===== src/rtl/neopixel_decoder_if.sv =====
// neopixel_decoder_if: pixel and frame report bundle from neopixel_decoder to its consumer.
interface neopixel_decoder_if;
  logic        pixel_valid;
  logic [7:0]  pixel_index;
  logic [23:0] pixel_data;
  logic        frame_done;
  logic [8:0]  frame_pixels;
  logic [2:0]  frame_error;
  logic        busy;
  modport master (output pixel_valid, pixel_index, pixel_data, frame_done, frame_pixels, frame_error, busy);
  modport slave  (input  pixel_valid, pixel_index, pixel_data, frame_done, frame_pixels, frame_error, busy);
endinterface


===== src/rtl/neopixel_decoder.sv =====
// neopixel_decoder: measures WS2812 high-pulse widths on a synchronized input and
// reports recovered 24-bit pixel words and end-of-frame summaries.
module neopixel_decoder #(
  parameter int unsigned C_FREQ_HZ       = 125000000,
  parameter int unsigned C_PIXELS        = 12,
  parameter int unsigned C_BIT_THRESH_NS = 600,
  parameter int unsigned C_MIN_HIGH_NS   = 150,
  parameter int unsigned C_RESET_NS      = 50000
) (
  input  logic               neopixel_clock,
  input  logic               neopixel_reset_n,
  input  logic               neopixel_in,
  neopixel_decoder_if.master bus
);
  localparam longint unsigned T_BIT = 64'(C_FREQ_HZ) / 64'd1000 * 64'(C_BIT_THRESH_NS) / 64'd1000000;
  localparam longint unsigned T_MIN = 64'(C_FREQ_HZ) / 64'd1000 * 64'(C_MIN_HIGH_NS) / 64'd1000000;
  localparam longint unsigned T_RST = 64'(C_FREQ_HZ) / 64'd1000 * 64'(C_RESET_NS) / 64'd1000000;
  localparam int CW = $clog2(T_RST + 1);
  localparam logic [CW-1:0] L_BIT  = CW'(T_BIT);
  localparam logic [CW-1:0] L_MIN  = CW'(T_MIN);
  localparam logic [CW-1:0] L_RST  = CW'(T_RST);
  localparam logic [CW-1:0] L_RST1 = CW'(T_RST - 1);
  localparam logic [8:0]    L_PIX  = 9'(C_PIXELS);
  typedef enum logic [1:0] {SYNC, IDLE, HIGH, LOW} state_t;
  state_t         r_state, w_state;
  logic [2:0]     r_sync;
  logic [CW-1:0]  r_hcnt, w_hcnt, r_lcnt, w_lcnt;
  logic [4:0]     r_bitcnt, w_bitcnt;
  logic [8:0]     r_pcnt, w_pcnt;
  logic [23:0]    r_sreg, w_sreg;
  logic [2:0]     r_err, w_err;
  logic           r_busy, w_busy;
  logic           r_pixel_valid, w_pixel_valid;
  logic [7:0]     r_pixel_index, w_pixel_index;
  logic [23:0]    r_pixel_data, w_pixel_data;
  logic           r_frame_done, w_frame_done;
  logic [8:0]     r_frame_pixels, w_frame_pixels;
  logic [2:0]     r_frame_error, w_frame_error;
  logic           w_s, w_rise, w_fall, w_eof;
  assign w_s    = r_sync[1];
  assign w_rise = w_s & ~r_sync[2];
  assign w_fall = ~w_s & r_sync[2];
  always_comb begin
    w_state        = r_state;
    w_hcnt         = r_hcnt;
    w_lcnt         = r_lcnt;
    w_bitcnt       = r_bitcnt;
    w_pcnt         = r_pcnt;
    w_sreg         = r_sreg;
    w_err          = r_err;
    w_busy         = r_busy;
    w_pixel_valid  = 1'b0;
    w_pixel_index  = r_pixel_index;
    w_pixel_data   = r_pixel_data;
    w_frame_done   = 1'b0;
    w_frame_pixels = r_frame_pixels;
    w_frame_error  = r_frame_error;
    w_eof          = 1'b0;
    // a full word is retired the cycle after its last fall; the next fall is at least two cycles away
    if (r_bitcnt == 5'd24) begin
      w_pixel_valid = r_pcnt < L_PIX;
      w_pixel_index = w_pixel_valid ? r_pcnt[7:0] : r_pixel_index;
      w_pixel_data  = w_pixel_valid ? r_sreg : r_pixel_data;
      w_err[2]      = r_err[2] | ~w_pixel_valid;
      w_pcnt        = r_pcnt + {8'd0, r_pcnt != 9'h1ff};
      w_bitcnt      = 5'd0;
    end
    case (r_state)
      SYNC:
        if (w_s) w_lcnt = '0;
        else if (r_lcnt == L_RST1) begin
          w_state = IDLE;
          w_eof   = r_busy;
        end else w_lcnt = r_lcnt + CW'(1);
      IDLE:
        if (w_rise) begin
          w_state = HIGH;
          w_hcnt  = CW'(1);
          w_busy  = 1'b1;
        end
      HIGH:
        if (w_fall) begin
          if (r_hcnt < L_MIN) w_err[0] = 1'b1;
          else begin
            w_sreg   = {r_sreg[22:0], r_hcnt >= L_BIT};
            w_bitcnt = r_bitcnt + 5'd1;
          end
          w_state = LOW;
          w_lcnt  = CW'(1);
        end else if (r_hcnt == L_RST) begin
          w_err[2] = 1'b1;
          w_bitcnt = 5'd0;
          w_state  = SYNC;
          w_lcnt   = '0;
        end else w_hcnt = r_hcnt + CW'(1);
      LOW:
        if (w_rise) begin
          w_state = HIGH;
          w_hcnt  = CW'(1);
        end else if (r_lcnt == L_RST1) begin
          w_state = IDLE;
          w_eof   = 1'b1;
        end else w_lcnt = r_lcnt + CW'(1);
    endcase
    if (w_eof) begin
      w_frame_done   = 1'b1;
      w_frame_pixels = r_pcnt;
      w_frame_error  = {r_err[2], r_err[1] | (r_bitcnt != 5'd0), r_err[0]};
      w_busy         = 1'b0;
      w_pcnt         = '0;
      w_bitcnt       = '0;
      w_err          = '0;
    end
  end
  always_ff @(posedge neopixel_clock or negedge neopixel_reset_n)
    if (!neopixel_reset_n) begin
      r_state        <= SYNC;
      r_sync         <= '0;
      r_hcnt         <= '0;
      r_lcnt         <= '0;
      r_bitcnt       <= '0;
      r_pcnt         <= '0;
      r_sreg         <= '0;
      r_err          <= '0;
      r_busy         <= 1'b0;
      r_pixel_valid  <= 1'b0;
      r_pixel_index  <= '0;
      r_pixel_data   <= '0;
      r_frame_done   <= 1'b0;
      r_frame_pixels <= '0;
      r_frame_error  <= '0;
    end else begin
      r_state        <= w_state;
      r_sync         <= {r_sync[1:0], neopixel_in};
      r_hcnt         <= w_hcnt;
      r_lcnt         <= w_lcnt;
      r_bitcnt       <= w_bitcnt;
      r_pcnt         <= w_pcnt;
      r_sreg         <= w_sreg;
      r_err          <= w_err;
      r_busy         <= w_busy;
      r_pixel_valid  <= w_pixel_valid;
      r_pixel_index  <= w_pixel_index;
      r_pixel_data   <= w_pixel_data;
      r_frame_done   <= w_frame_done;
      r_frame_pixels <= w_frame_pixels;
      r_frame_error  <= w_frame_error;
    end
  assign bus.pixel_valid  = r_pixel_valid;
  assign bus.pixel_index  = r_pixel_index;
  assign bus.pixel_data   = r_pixel_data;
  assign bus.frame_done   = r_frame_done;
  assign bus.frame_pixels = r_frame_pixels;
  assign bus.frame_error  = r_frame_error;
  assign bus.busy         = r_busy;
endmodule


===== src/flat_wrapper.sv =====
// flat-port wrapper written by rule: the top's interface ports become plain ports
module neopixel_decoder_flat 
#(
  parameter int unsigned C_FREQ_HZ       = 125000000,
  parameter int unsigned C_PIXELS        = 12,
  parameter int unsigned C_BIT_THRESH_NS = 600,
  parameter int unsigned C_MIN_HIGH_NS   = 150,
  parameter int unsigned C_RESET_NS      = 50000
)
  (neopixel_clock, neopixel_reset_n, neopixel_in, bus_pixel_valid, bus_pixel_index, bus_pixel_data, bus_frame_done, bus_frame_pixels, bus_frame_error, bus_busy);
  neopixel_decoder_if bus_i ();
  input  logic neopixel_clock;
  input  logic neopixel_reset_n;
  input  logic neopixel_in;
  output wire logic [$bits(bus_i.pixel_valid)-1:0] bus_pixel_valid;
  output wire logic [$bits(bus_i.pixel_index)-1:0] bus_pixel_index;
  output wire logic [$bits(bus_i.pixel_data)-1:0] bus_pixel_data;
  output wire logic [$bits(bus_i.frame_done)-1:0] bus_frame_done;
  output wire logic [$bits(bus_i.frame_pixels)-1:0] bus_frame_pixels;
  output wire logic [$bits(bus_i.frame_error)-1:0] bus_frame_error;
  output wire logic [$bits(bus_i.busy)-1:0] bus_busy;
  assign bus_pixel_valid = bus_i.pixel_valid;
  assign bus_pixel_index = bus_i.pixel_index;
  assign bus_pixel_data = bus_i.pixel_data;
  assign bus_frame_done = bus_i.frame_done;
  assign bus_frame_pixels = bus_i.frame_pixels;
  assign bus_frame_error = bus_i.frame_error;
  assign bus_busy = bus_i.busy;
  neopixel_decoder #(.C_FREQ_HZ(C_FREQ_HZ), .C_PIXELS(C_PIXELS), .C_BIT_THRESH_NS(C_BIT_THRESH_NS), .C_MIN_HIGH_NS(C_MIN_HIGH_NS), .C_RESET_NS(C_RESET_NS)) u_core (.neopixel_clock(neopixel_clock), .neopixel_reset_n(neopixel_reset_n), .neopixel_in(neopixel_in), .bus(bus_i));
endmodule

===== config.mk =====
export PLATFORM = sky130hd
export DESIGN_NAME = neopixel_decoder_flat
export DESIGN_NICKNAME = d
export VERILOG_FILES = /design/src/rtl/neopixel_decoder_if.sv /design/src/rtl/neopixel_decoder.sv /design/src/flat_wrapper.sv
export SDC_FILE = /design/constraint.sdc
export NUM_CORES = 1
export LEC_CHECK = 0
export ABC_AREA = 1
export CAP_MARGIN = 0
export CORE_MARGIN = 8
export CORE_UTILIZATION = 63
export CTS_CLUSTER_DIAMETER = 100
export CTS_CLUSTER_SIZE = 28
export DETAILED_ROUTE_END_ITERATION = 12
export GPL_TIMING_DRIVEN = 0
export MAX_ROUTING_LAYER = met4
export PLACE_DENSITY = 0.86
export REMOVE_ABC_BUFFERS = 1
export SYNTH_ARGS = -nofsm -noshare
export SYNTH_HDL_FRONTEND = slang
export SYNTH_SLANG_ARGS = --single-unit

===== constraint.sdc =====
create_clock -name neopixel_clock -period 2.5 [get_ports neopixel_clock]
set_input_delay 0.375 -clock neopixel_clock [delete_from_list [all_inputs] [get_ports neopixel_clock]]
set_output_delay 0.375 -clock neopixel_clock [all_outputs]
set_load 0.02 [all_outputs]

==> results of run 1 <==
[placed cells by master, fill, tap and decap left out, drive strengths merged]
cell and count:
a21oi 11, buf 2, clkbuf 18, clkdlybuf4s50 48, clkinv 4, clkinvlp 3, dfrtp 118, dlygate4sd3 1
ha 13, inv 104, nand2 222, nand3 50, nand3b 4, nand4 14, nor2 80, nor3 9
nor3b 1, o211ai 1, o21a 1, o21ai 91, or2 1, xnor2 2, xor2 10
[flip-flops by register name, summed over array words and instances (netlist names), 3 cells and up]
signal / cells
u_core.r_pcnt: 9
u_core.r_lcnt: 13
u_core.r_hcnt: 13
u_core.bus.pixel_data: 24
u_core.r_sync: 3
u_core.r_sreg: 24
u_core.bus.pixel_index: 8
u_core.r_bitcnt: 5
u_core.bus.frame_error: 3
u_core.bus.frame_pixels: 9
[metal layers]
layer | vias up | wire length, um
li1 | 2470 | -
met1 | 2419 | 5983
met2 | 184 | 6960
met3 | 35 | 839
met4 | 0 | 301
met5 | - | 0
[repair_timing]
action	CTS	global route
hold buffers	1	0
endpoints found under the hold margin	40	0
resized for setup	0	2
setup endpoints to repair	0	2
[stage by stage]
step           setup WS, ps  TNS (ps)
2_1_floorplan         442.4         0
3_3_place_gp          -3366   -396880
3_5_place_dp          243.5         0
4_1_cts               202.1         0
5_1_grt               79.40         0
6_report              292.6         0
[final timing paths]
path | endpoint | slack, ps | cells past startpoint
max | u_core.bus.pixel_data[16] | 290 | 6
min | u_core.r_sync[0] | 310 | 1
max reg2reg | u_core.bus.pixel_data[16] | 290 | 6
min reg2reg | u_core.r_sync[1] | 350 | 0
max in group asynchronous | u_core.r_lcnt[9] | 1470 | 3
min in group asynchronous | u_core.bus.pixel_index[6] | 330 | 2
[logic make-up after synthesis]
logic type / share of synthesized area
compound gates: 0.09340
buf+inv: 0.08414
flops: 0.4964
xor+xnor: 0.01767
fa+ha+maj: 0.02735
simple gates: 0.2810
[power by group]
group          leakage (nW)  internal [mW]  switching, mW
Sequential             1.64           1.92        0.00766
Clock                 0.261           1.27          0.963
Combinational          1.33         0.0186         0.0562
[cell type report]
type / count / area (sq um) / share of cell area
well taps: 111 / 138.9 / 0.01974
clock buffers: 18 / 427.9 / 0.06082
multi-input cells: 510 / 2505 / 0.3560
inverters: 97 / 364.1 / 0.05175
repair buffers: 51 / 529.3 / 0.07523
flip-flops and latches: 118 / 2953 / 0.4197
clock inverters: 14 / 117.6 / 0.01672
[critical path, cell delays in order (launching register included)]
cell and delay, ps:
dfrtp_1 400, inv_1 110, ha_1 200, nand3_1 150, nor2_4 200, nand2_2 570
o21ai_0 450
==> reports/qor.txt, run 1 <==
outcome = completed
vias = 5,108
clk_skew = 12.37 ps
CTS buffer count = 17
Post-Route Utilization = 0.7650
initial antenna violation count = 0
Worst-Skew Late Latency = 520 ps
Async SR Flop Fraction = 1.000
# Post-CTS Setup Buffers = 0
GRT Max-Usage Layer = met2
Max Buffers Root-to-Sink = 2
Die ar. = 12,810 sq um
Power per Cell Area = 601.5 nW/um^2
maximum VDD drop = 0.4009 mV
layout cells sized above 1 = 0.1027
Non-Filler Instances = 919
clock sinks = 118
I/O Pins = 50
GRT overflow = 0
Port-buffer cells = 49
DRC = 0
total wire length = 14.09 mm
area of the core = 9196 sq um
Initial Util = 0.6468
#FFs+latches synth = 118
gate count after technology mapping = 745
minimum clock period = 2207 ps
Tcrit/Tclk final = 0.8829
total inserted antenna cells = 0
critical path endpoint category = register
Synth area leaders = dfrtp_1, nand2_1, inv_1
Synth cell types = 32
fillers = 599
Crit. Startpoint = u_core.r_bitcnt[0]
final setup fails = 0
Max Cap Viol = 0
Crit Path Max Fanout = 56
synthesized cell area = 5948 sq um
met3 usage = 0.05698
Final nets = 811
syn_area_per_cell = 7.984 sq um
Slew @ Worst Pin = 950.8 ps
dpl cells = 886
Worst EP arrival = 2610 ps
CTS tree = built
First-pass DRT Iterations = 5
Seq/Total Area, Yosys = 0.4964
H-tree Lvls = 4
RR Startpoint = u_core.r_bitcnt[0]
DIE WIDTH = 113.2 um
placed cell area = 6472 sq um
dominant synthesized flop cell = dfrtp_1
die height = 113.2 um
Hold Crit Start = neopixel_in
overall power = 4.232 mW
Antenna Nets Post-Route = 0
Worst Path Required = 2910 ps
first-pass GRT wire length = 23.50 mm
Fin Hold WS = 306.0 ps
Slew HR = 0.3639
routing usage on met2 = 0.3786
top cells by count, synth = nand2_1, dfrtp_1, inv_1
EDFF count, synth = 0
post-DP HPWL = 8.745 mm
clock-pin transition on the worst setup and hold timing paths = 60 ps
Synth area leader = dfrtp_1
layout overhead on the synthesized area = 18.28%
Hold Crit Class = in2reg
vias per cell = 5.558
RSZ-0062 raised after global routing = no
clock tree root buffer cell = clkbuf_8
WL/cell = 15.33 um
post-route cell area = 7036 sq um
WS Path Type = reg2reg
initial DRC count = 353
count of pins over their slew limit = 0
most common cell in the synthesized netlist = nand2_1
Hold Fails Final Rpt = 0
Yosys top cell area share = 0.4964
final RePlAce weighted congestion = 0.9298
Setup crit start kind = register
Peak Freq = 453.0 MHz
largest net degree at the start of global routing = 79
P_leak = 3.229 nW
Yosys Warn Count = 0
Global Route met1 Usage = 0.2749
vias in the first global route = 4,991
row count = 35
gr usage total = 0.2322
Note: power is estimated with default switching activity, not from simulation.
==> run 2: changes to the inputs <==
--- a/config.mk
+++ b/config.mk
@@ -7,6 +7,7 @@
 export LEC_CHECK = 0
 export ABC_AREA = 1
 export CAP_MARGIN = 0
+export CORE_ASPECT_RATIO = 1.4
 export CORE_MARGIN = 8
 export CORE_UTILIZATION = 63
 export CTS_CLUSTER_DIAMETER = 100
==> run 2 against run 1 <==
Net effect:
- wire length down 7.7%
- design area shrank 0.21%
- clock skew shrank 4.4 ps
- critical path depth up 3
- first-iteration DRC count is 2.3% higher
- largest power group unchanged
- highest routed layer unchanged
==> reports/qor.txt, run 2 (synthesis gave the netlist of run 1 again) <==
vias per cell = 5.499 (-1.1%)
I/O Pins = 50 (unchanged)
CTS buffer count = 17 (unchanged)
total inserted antenna cells = 0 (unchanged)
count of pins over their slew limit = 0 (unchanged)
die height = 131.0 um (+16%)
Peak Freq = 434.1 MHz (-4.2%)
Slew HR = 0.3730 (+0.009070)
slowest CP cell = ha_1
most common cell after layout, fill and taps aside = nand2_1
Critical Path, Cell by Cell = ha_1 -> nand2_1 -> nand2_1 -> inv_1 -> nor2_1 -> nand2_2 -> or2_1 -> o21ai_1 -> inv_1
dpl cells = 885 (-0.11%)
Worst Path Required = 2800 ps (-110 ps)
fillers = 638 (+6.5%)
critical path endpoint category = register
# Post-CTS Setup Buffers = 0 (unchanged)
Crit Path Max Fanout = 31 (-45%)
layout cells sized above 1 = 0.1015 (-0.001238)
first-pass GRT wire length = 22.43 mm (-4.6%)
Non-Filler Instances = 918 (-0.11%)
layout overhead on the synthesized area = 18.03%
final setup fails = 0 (unchanged)
vias in the first global route = 5,033 (+0.84%)
register area = 2953 sq um (unchanged)
clock tree root buffer cell = clkbuf_16
total wire length = 13.00 mm (-7.7%)
CTS tree = built
RSZ-0062 raised after global routing = no
Hold Crit Start = u_core.r_sync[0]
Final nets = 811 (unchanged)
post-DP HPWL = 8.756 mm (+0.13%)
P_leak = 3.229 nW (about the same)
Slew @ Worst Pin = 937.2 ps (-13.56 ps)
row count = 42 (+20%)
largest net degree at the start of global routing = 85 (+7.6%)
maximum VDD drop = 0.4879 mV (+22%)
Hold Fails Final Rpt = 0 (unchanged)
gr usage total = 0.2224 (-0.009815)
Tcrit/Tclk final = 0.9214 (+0.03847)
WS Path Type = reg2reg
Initial Util = 0.6395 (-0.007309)
Setup crit start kind = register
Max Cap Viol = 0 (unchanged)
clk_skew = 7.921 ps (-4.449 ps)
First-pass DRT Iterations = 5 (unchanged)
Worst-Skew Late Latency = 420 ps (-100 ps)
WL/cell = 14.16 um (-7.6%)
initial DRC count = 361 (+2.3%)
final RePlAce weighted congestion = 0.9125 (-1.9%)
Max Buffers Root-to-Sink = 2 (unchanged)
RR Startpoint = u_core.r_state[1]
Worst EP arrival = 2610 ps (about the same)
GRT overflow = 0 (unchanged)
Antenna Nets Post-Route = 0 (unchanged)
H-tree Lvls = 4 (unchanged)
Port-buffer cells = 49 (unchanged)
most frequent cells in the layout = nand2_1, dfrtp_1, inv_1, nor2_1, o21ai_0
Die ar. = 12,850 sq um (+0.35%)
clock sinks = 118 (unchanged)
Hold Crit Class = reg2reg
outcome = completed
Power per Cell Area = 592.4 nW/um^2 (-1.5%)
Crit. Startpoint = u_core.r_state[1]
Multi-input gate area = 2502 sq um (about the same)
clock-pin transition on the worst setup and hold timing paths = 60 ps (about the same)
area of the core = 9301 sq um (+1.1%)
max incr delay on CP = 470 ps (-100 ps)
DIE WIDTH = 98.12 um (-13%)
initial antenna violation count = 0 (unchanged)
minimum clock period = 2304 ps (+96.18 ps)
Post-Route Utilization = 0.7548 (-0.01026)
DRC = 0 (unchanged)
vias = 5,048 (-1.2%)
==> run 2: worst paths after layout <==
check                                             end  slack [ps]  cells after the start
setup / recovery            u_core.bus.frame_error[1]         200                      9
hold / removal                       u_core.r_sync[1]         360                      0
setup reg to reg            u_core.bus.frame_error[1]         200                      9
hold reg to reg                      u_core.r_sync[1]         360                      0
max in group asynchronous  u_core.bus.frame_pixels[7]        1370                      3
min in group asynchronous    u_core.bus.pixel_data[6]         410                      2
==> run 2: where the power goes <==
part,switching (mW),internal (mW)
clock,0.896,1.26
sequential,0.00775,1.92
combinational,0.0556,0.0183
==> run 2: what timing repair did <==
| item | 4_1_cts | 5_1_grt |
|---|---|---|
| hold endpoints to repair | 34 | 0 |
| gates resized for setup | 0 | 1 |
| hold buffers | 1 | 0 |
| setup endpoints to repair | 0 | 3 |
==> run 2: through the flow <==
step           total power, mW  hold slack, ps  cell area (sq um)  setup slack, ps  TNS [ps]
2_1_floorplan            1.980           79.41               5812            442.4         0
3_3_place_gp             2.025           338.5               6440            -3332   -392600
3_5_place_dp             2.033           291.7               6471            133.9         0
4_1_cts                  4.183           360.1               7015            100.6         0
5_1_grt                  4.293           380.4               7020            38.64         0
6_report                 4.159           359.3               7020            196.4         0
==> run 2: critical path, delay by kind of cell (launching register included) <==
family / cells / cell delay, ps
AND/OR/NAND/NOR: 5 / 1100
flip-flops: 1 / 430
buffers and inverters: 2 / 100
AO/OA/AOI/OAI: 1 / 80
adder cells (fa/ha/maj): 1 / 470
==> run 2: layout make-up <==
cell class                      count  share of cell area
Clock buffer                       17             0.06060
Clock inverter                     15             0.01551
Inverter                           97             0.05186
Multi-Input combinational cell    510              0.3564
Sequential cell                   118              0.4206
Tap cell                          110             0.01960
Timing Repair Buffer               51             0.07539
==> run 2: routing by layer <==
layer | wire (um) | part of all wire | up-vias | track usage
met1 | 5403 | 0.42 | 2415 | 0.2339
met4 | 293 | 0.023 | 0 | 0.1068
met5 | 0 | 0 | - | -
li1 | - | - | 2464 | -
met2 | 6645 | 0.51 | 140 | 0.3868
met3 | 655 | 0.050 | 29 | 0.05514
==> run 3: changes to the inputs <==
--- a/config.mk
+++ b/config.mk
@@ -9,13 +9,13 @@
 export CAP_MARGIN = 0
 export CORE_ASPECT_RATIO = 1.4
 export CORE_MARGIN = 8
-export CORE_UTILIZATION = 63
+export CORE_UTILIZATION = 54
 export CTS_CLUSTER_DIAMETER = 100
 export CTS_CLUSTER_SIZE = 28
 export DETAILED_ROUTE_END_ITERATION = 12
 export GPL_TIMING_DRIVEN = 0
 export MAX_ROUTING_LAYER = met4
-export PLACE_DENSITY = 0.86
+export PLACE_DENSITY = 0.75
 export REMOVE_ABC_BUFFERS = 1
 export SYNTH_ARGS = -nofsm -noshare
 export SYNTH_HDL_FRONTEND = slang
==> run 3 against run 2 <==
Net effect:
- cell count grew 3.4%
- combinational power shrank 2%
- clock power up 6%
- non-clock buffer count stayed put
- die area grew 14%
- hold slack got worse by 8.8 ps
- critical path depth unchanged
- first-iteration DRC count decreased by 40%
- sequential power is essentially flat
- setup slack worse by 11 ps
- clock skew is 1.4 ps higher
- critical endpoint unchanged
==> reports/qor.txt, run 3 (synthesis gave the netlist of run 1 again) <==
largest net degree at the start of global routing = 97 (+14%)
initial DRC count = 218 (-40%)
Slew HR = 0.3853 (+0.01234)
critical path endpoint category = register
CTS buffer count = 17 (unchanged)
area of the core = 10,810 sq um (+16%)
Max Cap Viol = 0 (unchanged)
row count = 45 (+7.1%)
Final nets = 811 (unchanged)
clock-pin transition on the worst setup and hold timing paths = 60 ps (about the same)
DP Worst Slack = 180.5 ps (+46.58 ps)
maximum VDD drop = 0.5056 mV (+3.6%)
clk_skew = 9.303 ps (+1.382 ps)
DIE WIDTH = 104.7 um (+6.7%)
H-tree Lvls = 4 (unchanged)
P_leak = 3.243 nW (+0.42%)
final setup fails = 0 (unchanged)
Worst EP arrival = 2620 ps (about the same)
vias = 4,898 (-3.0%)
Setup crit start kind = register
first-pass GRT wire length = 21.98 mm (-2.0%)
final worst slack = 185.5 ps (-10.94 ps)
final RePlAce weighted congestion = 0.9316 (+2.1%)
WL/cell = 13.07 um (-7.7%)
Die ar. = 14,680 sq um (+14%)
Max Buffers Root-to-Sink = 2 (unchanged)
initial antenna violation count = 0 (unchanged)
post-DP HPWL = 8.641 mm (-1.3%)
most frequent cells in the layout = nand2_1, dfrtp_1, inv_1, nor2_1, o21ai_0
Tcrit/Tclk final = 0.9258 (+0.004374)
Worst Path Required = 2810 ps (about the same)
Antenna Nets Post-Route = 0 (unchanged)
Power per Cell Area = 605.6 nW/um^2 (+2.2%)
Slew @ Worst Pin = 918.8 ps (-18.45 ps)
CTS tree = built
I/O Pins = 50 (unchanged)
total wire length = 12.40 mm (-4.6%)
vias per cell = 5.161 (-6.1%)
Peak Freq = 432.1 MHz (-0.47%)
clock tree root buffer cell = clkbuf_16
GRT overflow = 0 (unchanged)
count of pins over their slew limit = 0 (unchanged)
minimum clock period = 2314 ps (+10.94 ps)
Initial Util = 0.5502 (-0.08926)
Crit Path Max Fanout = 31 (unchanged)
WS Path Type = reg2reg
layout cells sized above 1 = 0.1015 (unchanged)
Fin Hold WS = 350.4 ps (-8.816 ps)
Port-buffer cells = 49 (unchanged)
First-pass DRT Iterations = 5 (unchanged)
hold path depth = 0 (unchanged)
Worst-Skew Late Latency = 410 ps (about the same)
Hold Fails Final Rpt = 0 (unchanged)
RSZ-0062 raised after global routing = no
vias in the first global route = 4,858 (-3.5%)
die height = 140.2 um (+7.0%)
Hold Crit Class = reg2reg
outcome = completed
DRC = 0 (unchanged)
total inserted antenna cells = 0 (unchanged)
worst r2r path cells = 9 (unchanged)
Post-Route Utilization = 0.6561 (-0.09864)
most common cell after layout, fill and taps aside = nand2_1
gr usage total = 0.1844 (-0.03800)
clock sinks = 118 (unchanged)
layout overhead on the synthesized area = 19.25%
run 3: changes by cell type in the layout (fill, tap and decap cells not counted), sizes merged:
cell	before	now
bufinv	0	1
clkinv	10	8
clkbuf	17	18
run 3: what timing repair did:
action | 4_1_cts | 5_1_grt
hold buffers | 1 | 0
setup endpoints to repair | 0 | 4
setup buffers | 0 | 0
gates resized for setup | 0 | 1
endpoints found under the hold margin | 22 | 0
run 3: area by class of cell:
class | instances | area (sq um)
clock buffers | 18 | 439.2
inverters | 97 | 364.1
repair buffers | 51 | 529.3
clock inverters | 14 | 128.9
flip-flops and latches | 118 | 2953
multi-input cells | 510 | 2502
fillers | 931 | 3717
well taps | 141 | 176.4
run 3: per-layer routing:
layer	global-route usage	vias up	wire length, um
met3	0.05096	14	630
li1	-	2463	-
met5	-	-	0
met1	0.2065	2319	5302
met2	0.3124	102	6332
met4	0.05958	0	133
run 3: through the flow:
stage	setup TNS (ps)	area [sq um]	std cells	power, mW
after floorplan	0	5812	725	1.980
after global routing	0	7093	949	4.429
after global placement	-406080	6479	915	2.026
final	0	7093	949	4.296
after CTS	0	7088	949	4.338
after detailed placement	0	6510	916	2.033
run 3: path summary, 6_finish.rpt:
check	start	endpoint	slack [ps]
worst max-delay path	u_core.r_state[1]	u_core.bus.frame_error[1]	190
worst min register to register	u_core.r_sync[0]	u_core.r_sync[1]	350
worst min-delay path	u_core.r_sync[0]	u_core.r_sync[1]	350
max in group asynchronous	neopixel_reset_n	u_core.r_bitcnt[1]	1390
min in group asynchronous	neopixel_reset_n	u_core.bus.pixel_data[7]	380
worst max register to register	u_core.r_state[1]	u_core.bus.frame_error[1]	190
run 3: power breakdown:
group / total [mW] / internal (mW) / leakage, nW / switching, mW
Clock: 2.30 / 1.40 / 0.273 / 0.901
Combinational: 0.0724 / 0.0183 / 1.33 / 0.0541
Sequential: 1.92 / 1.92 / 1.64 / 0.00739
run 3: worst max-delay path, stage by stage, from the launching register on:
cell and delay (ps):
dfrtp_1 470, ha_1 480, nand2_1 190, nand2_1 100, inv_1 50, nor2_1 110, nand2_2 350, or2_1 350
o21ai_1 70, inv_1 50
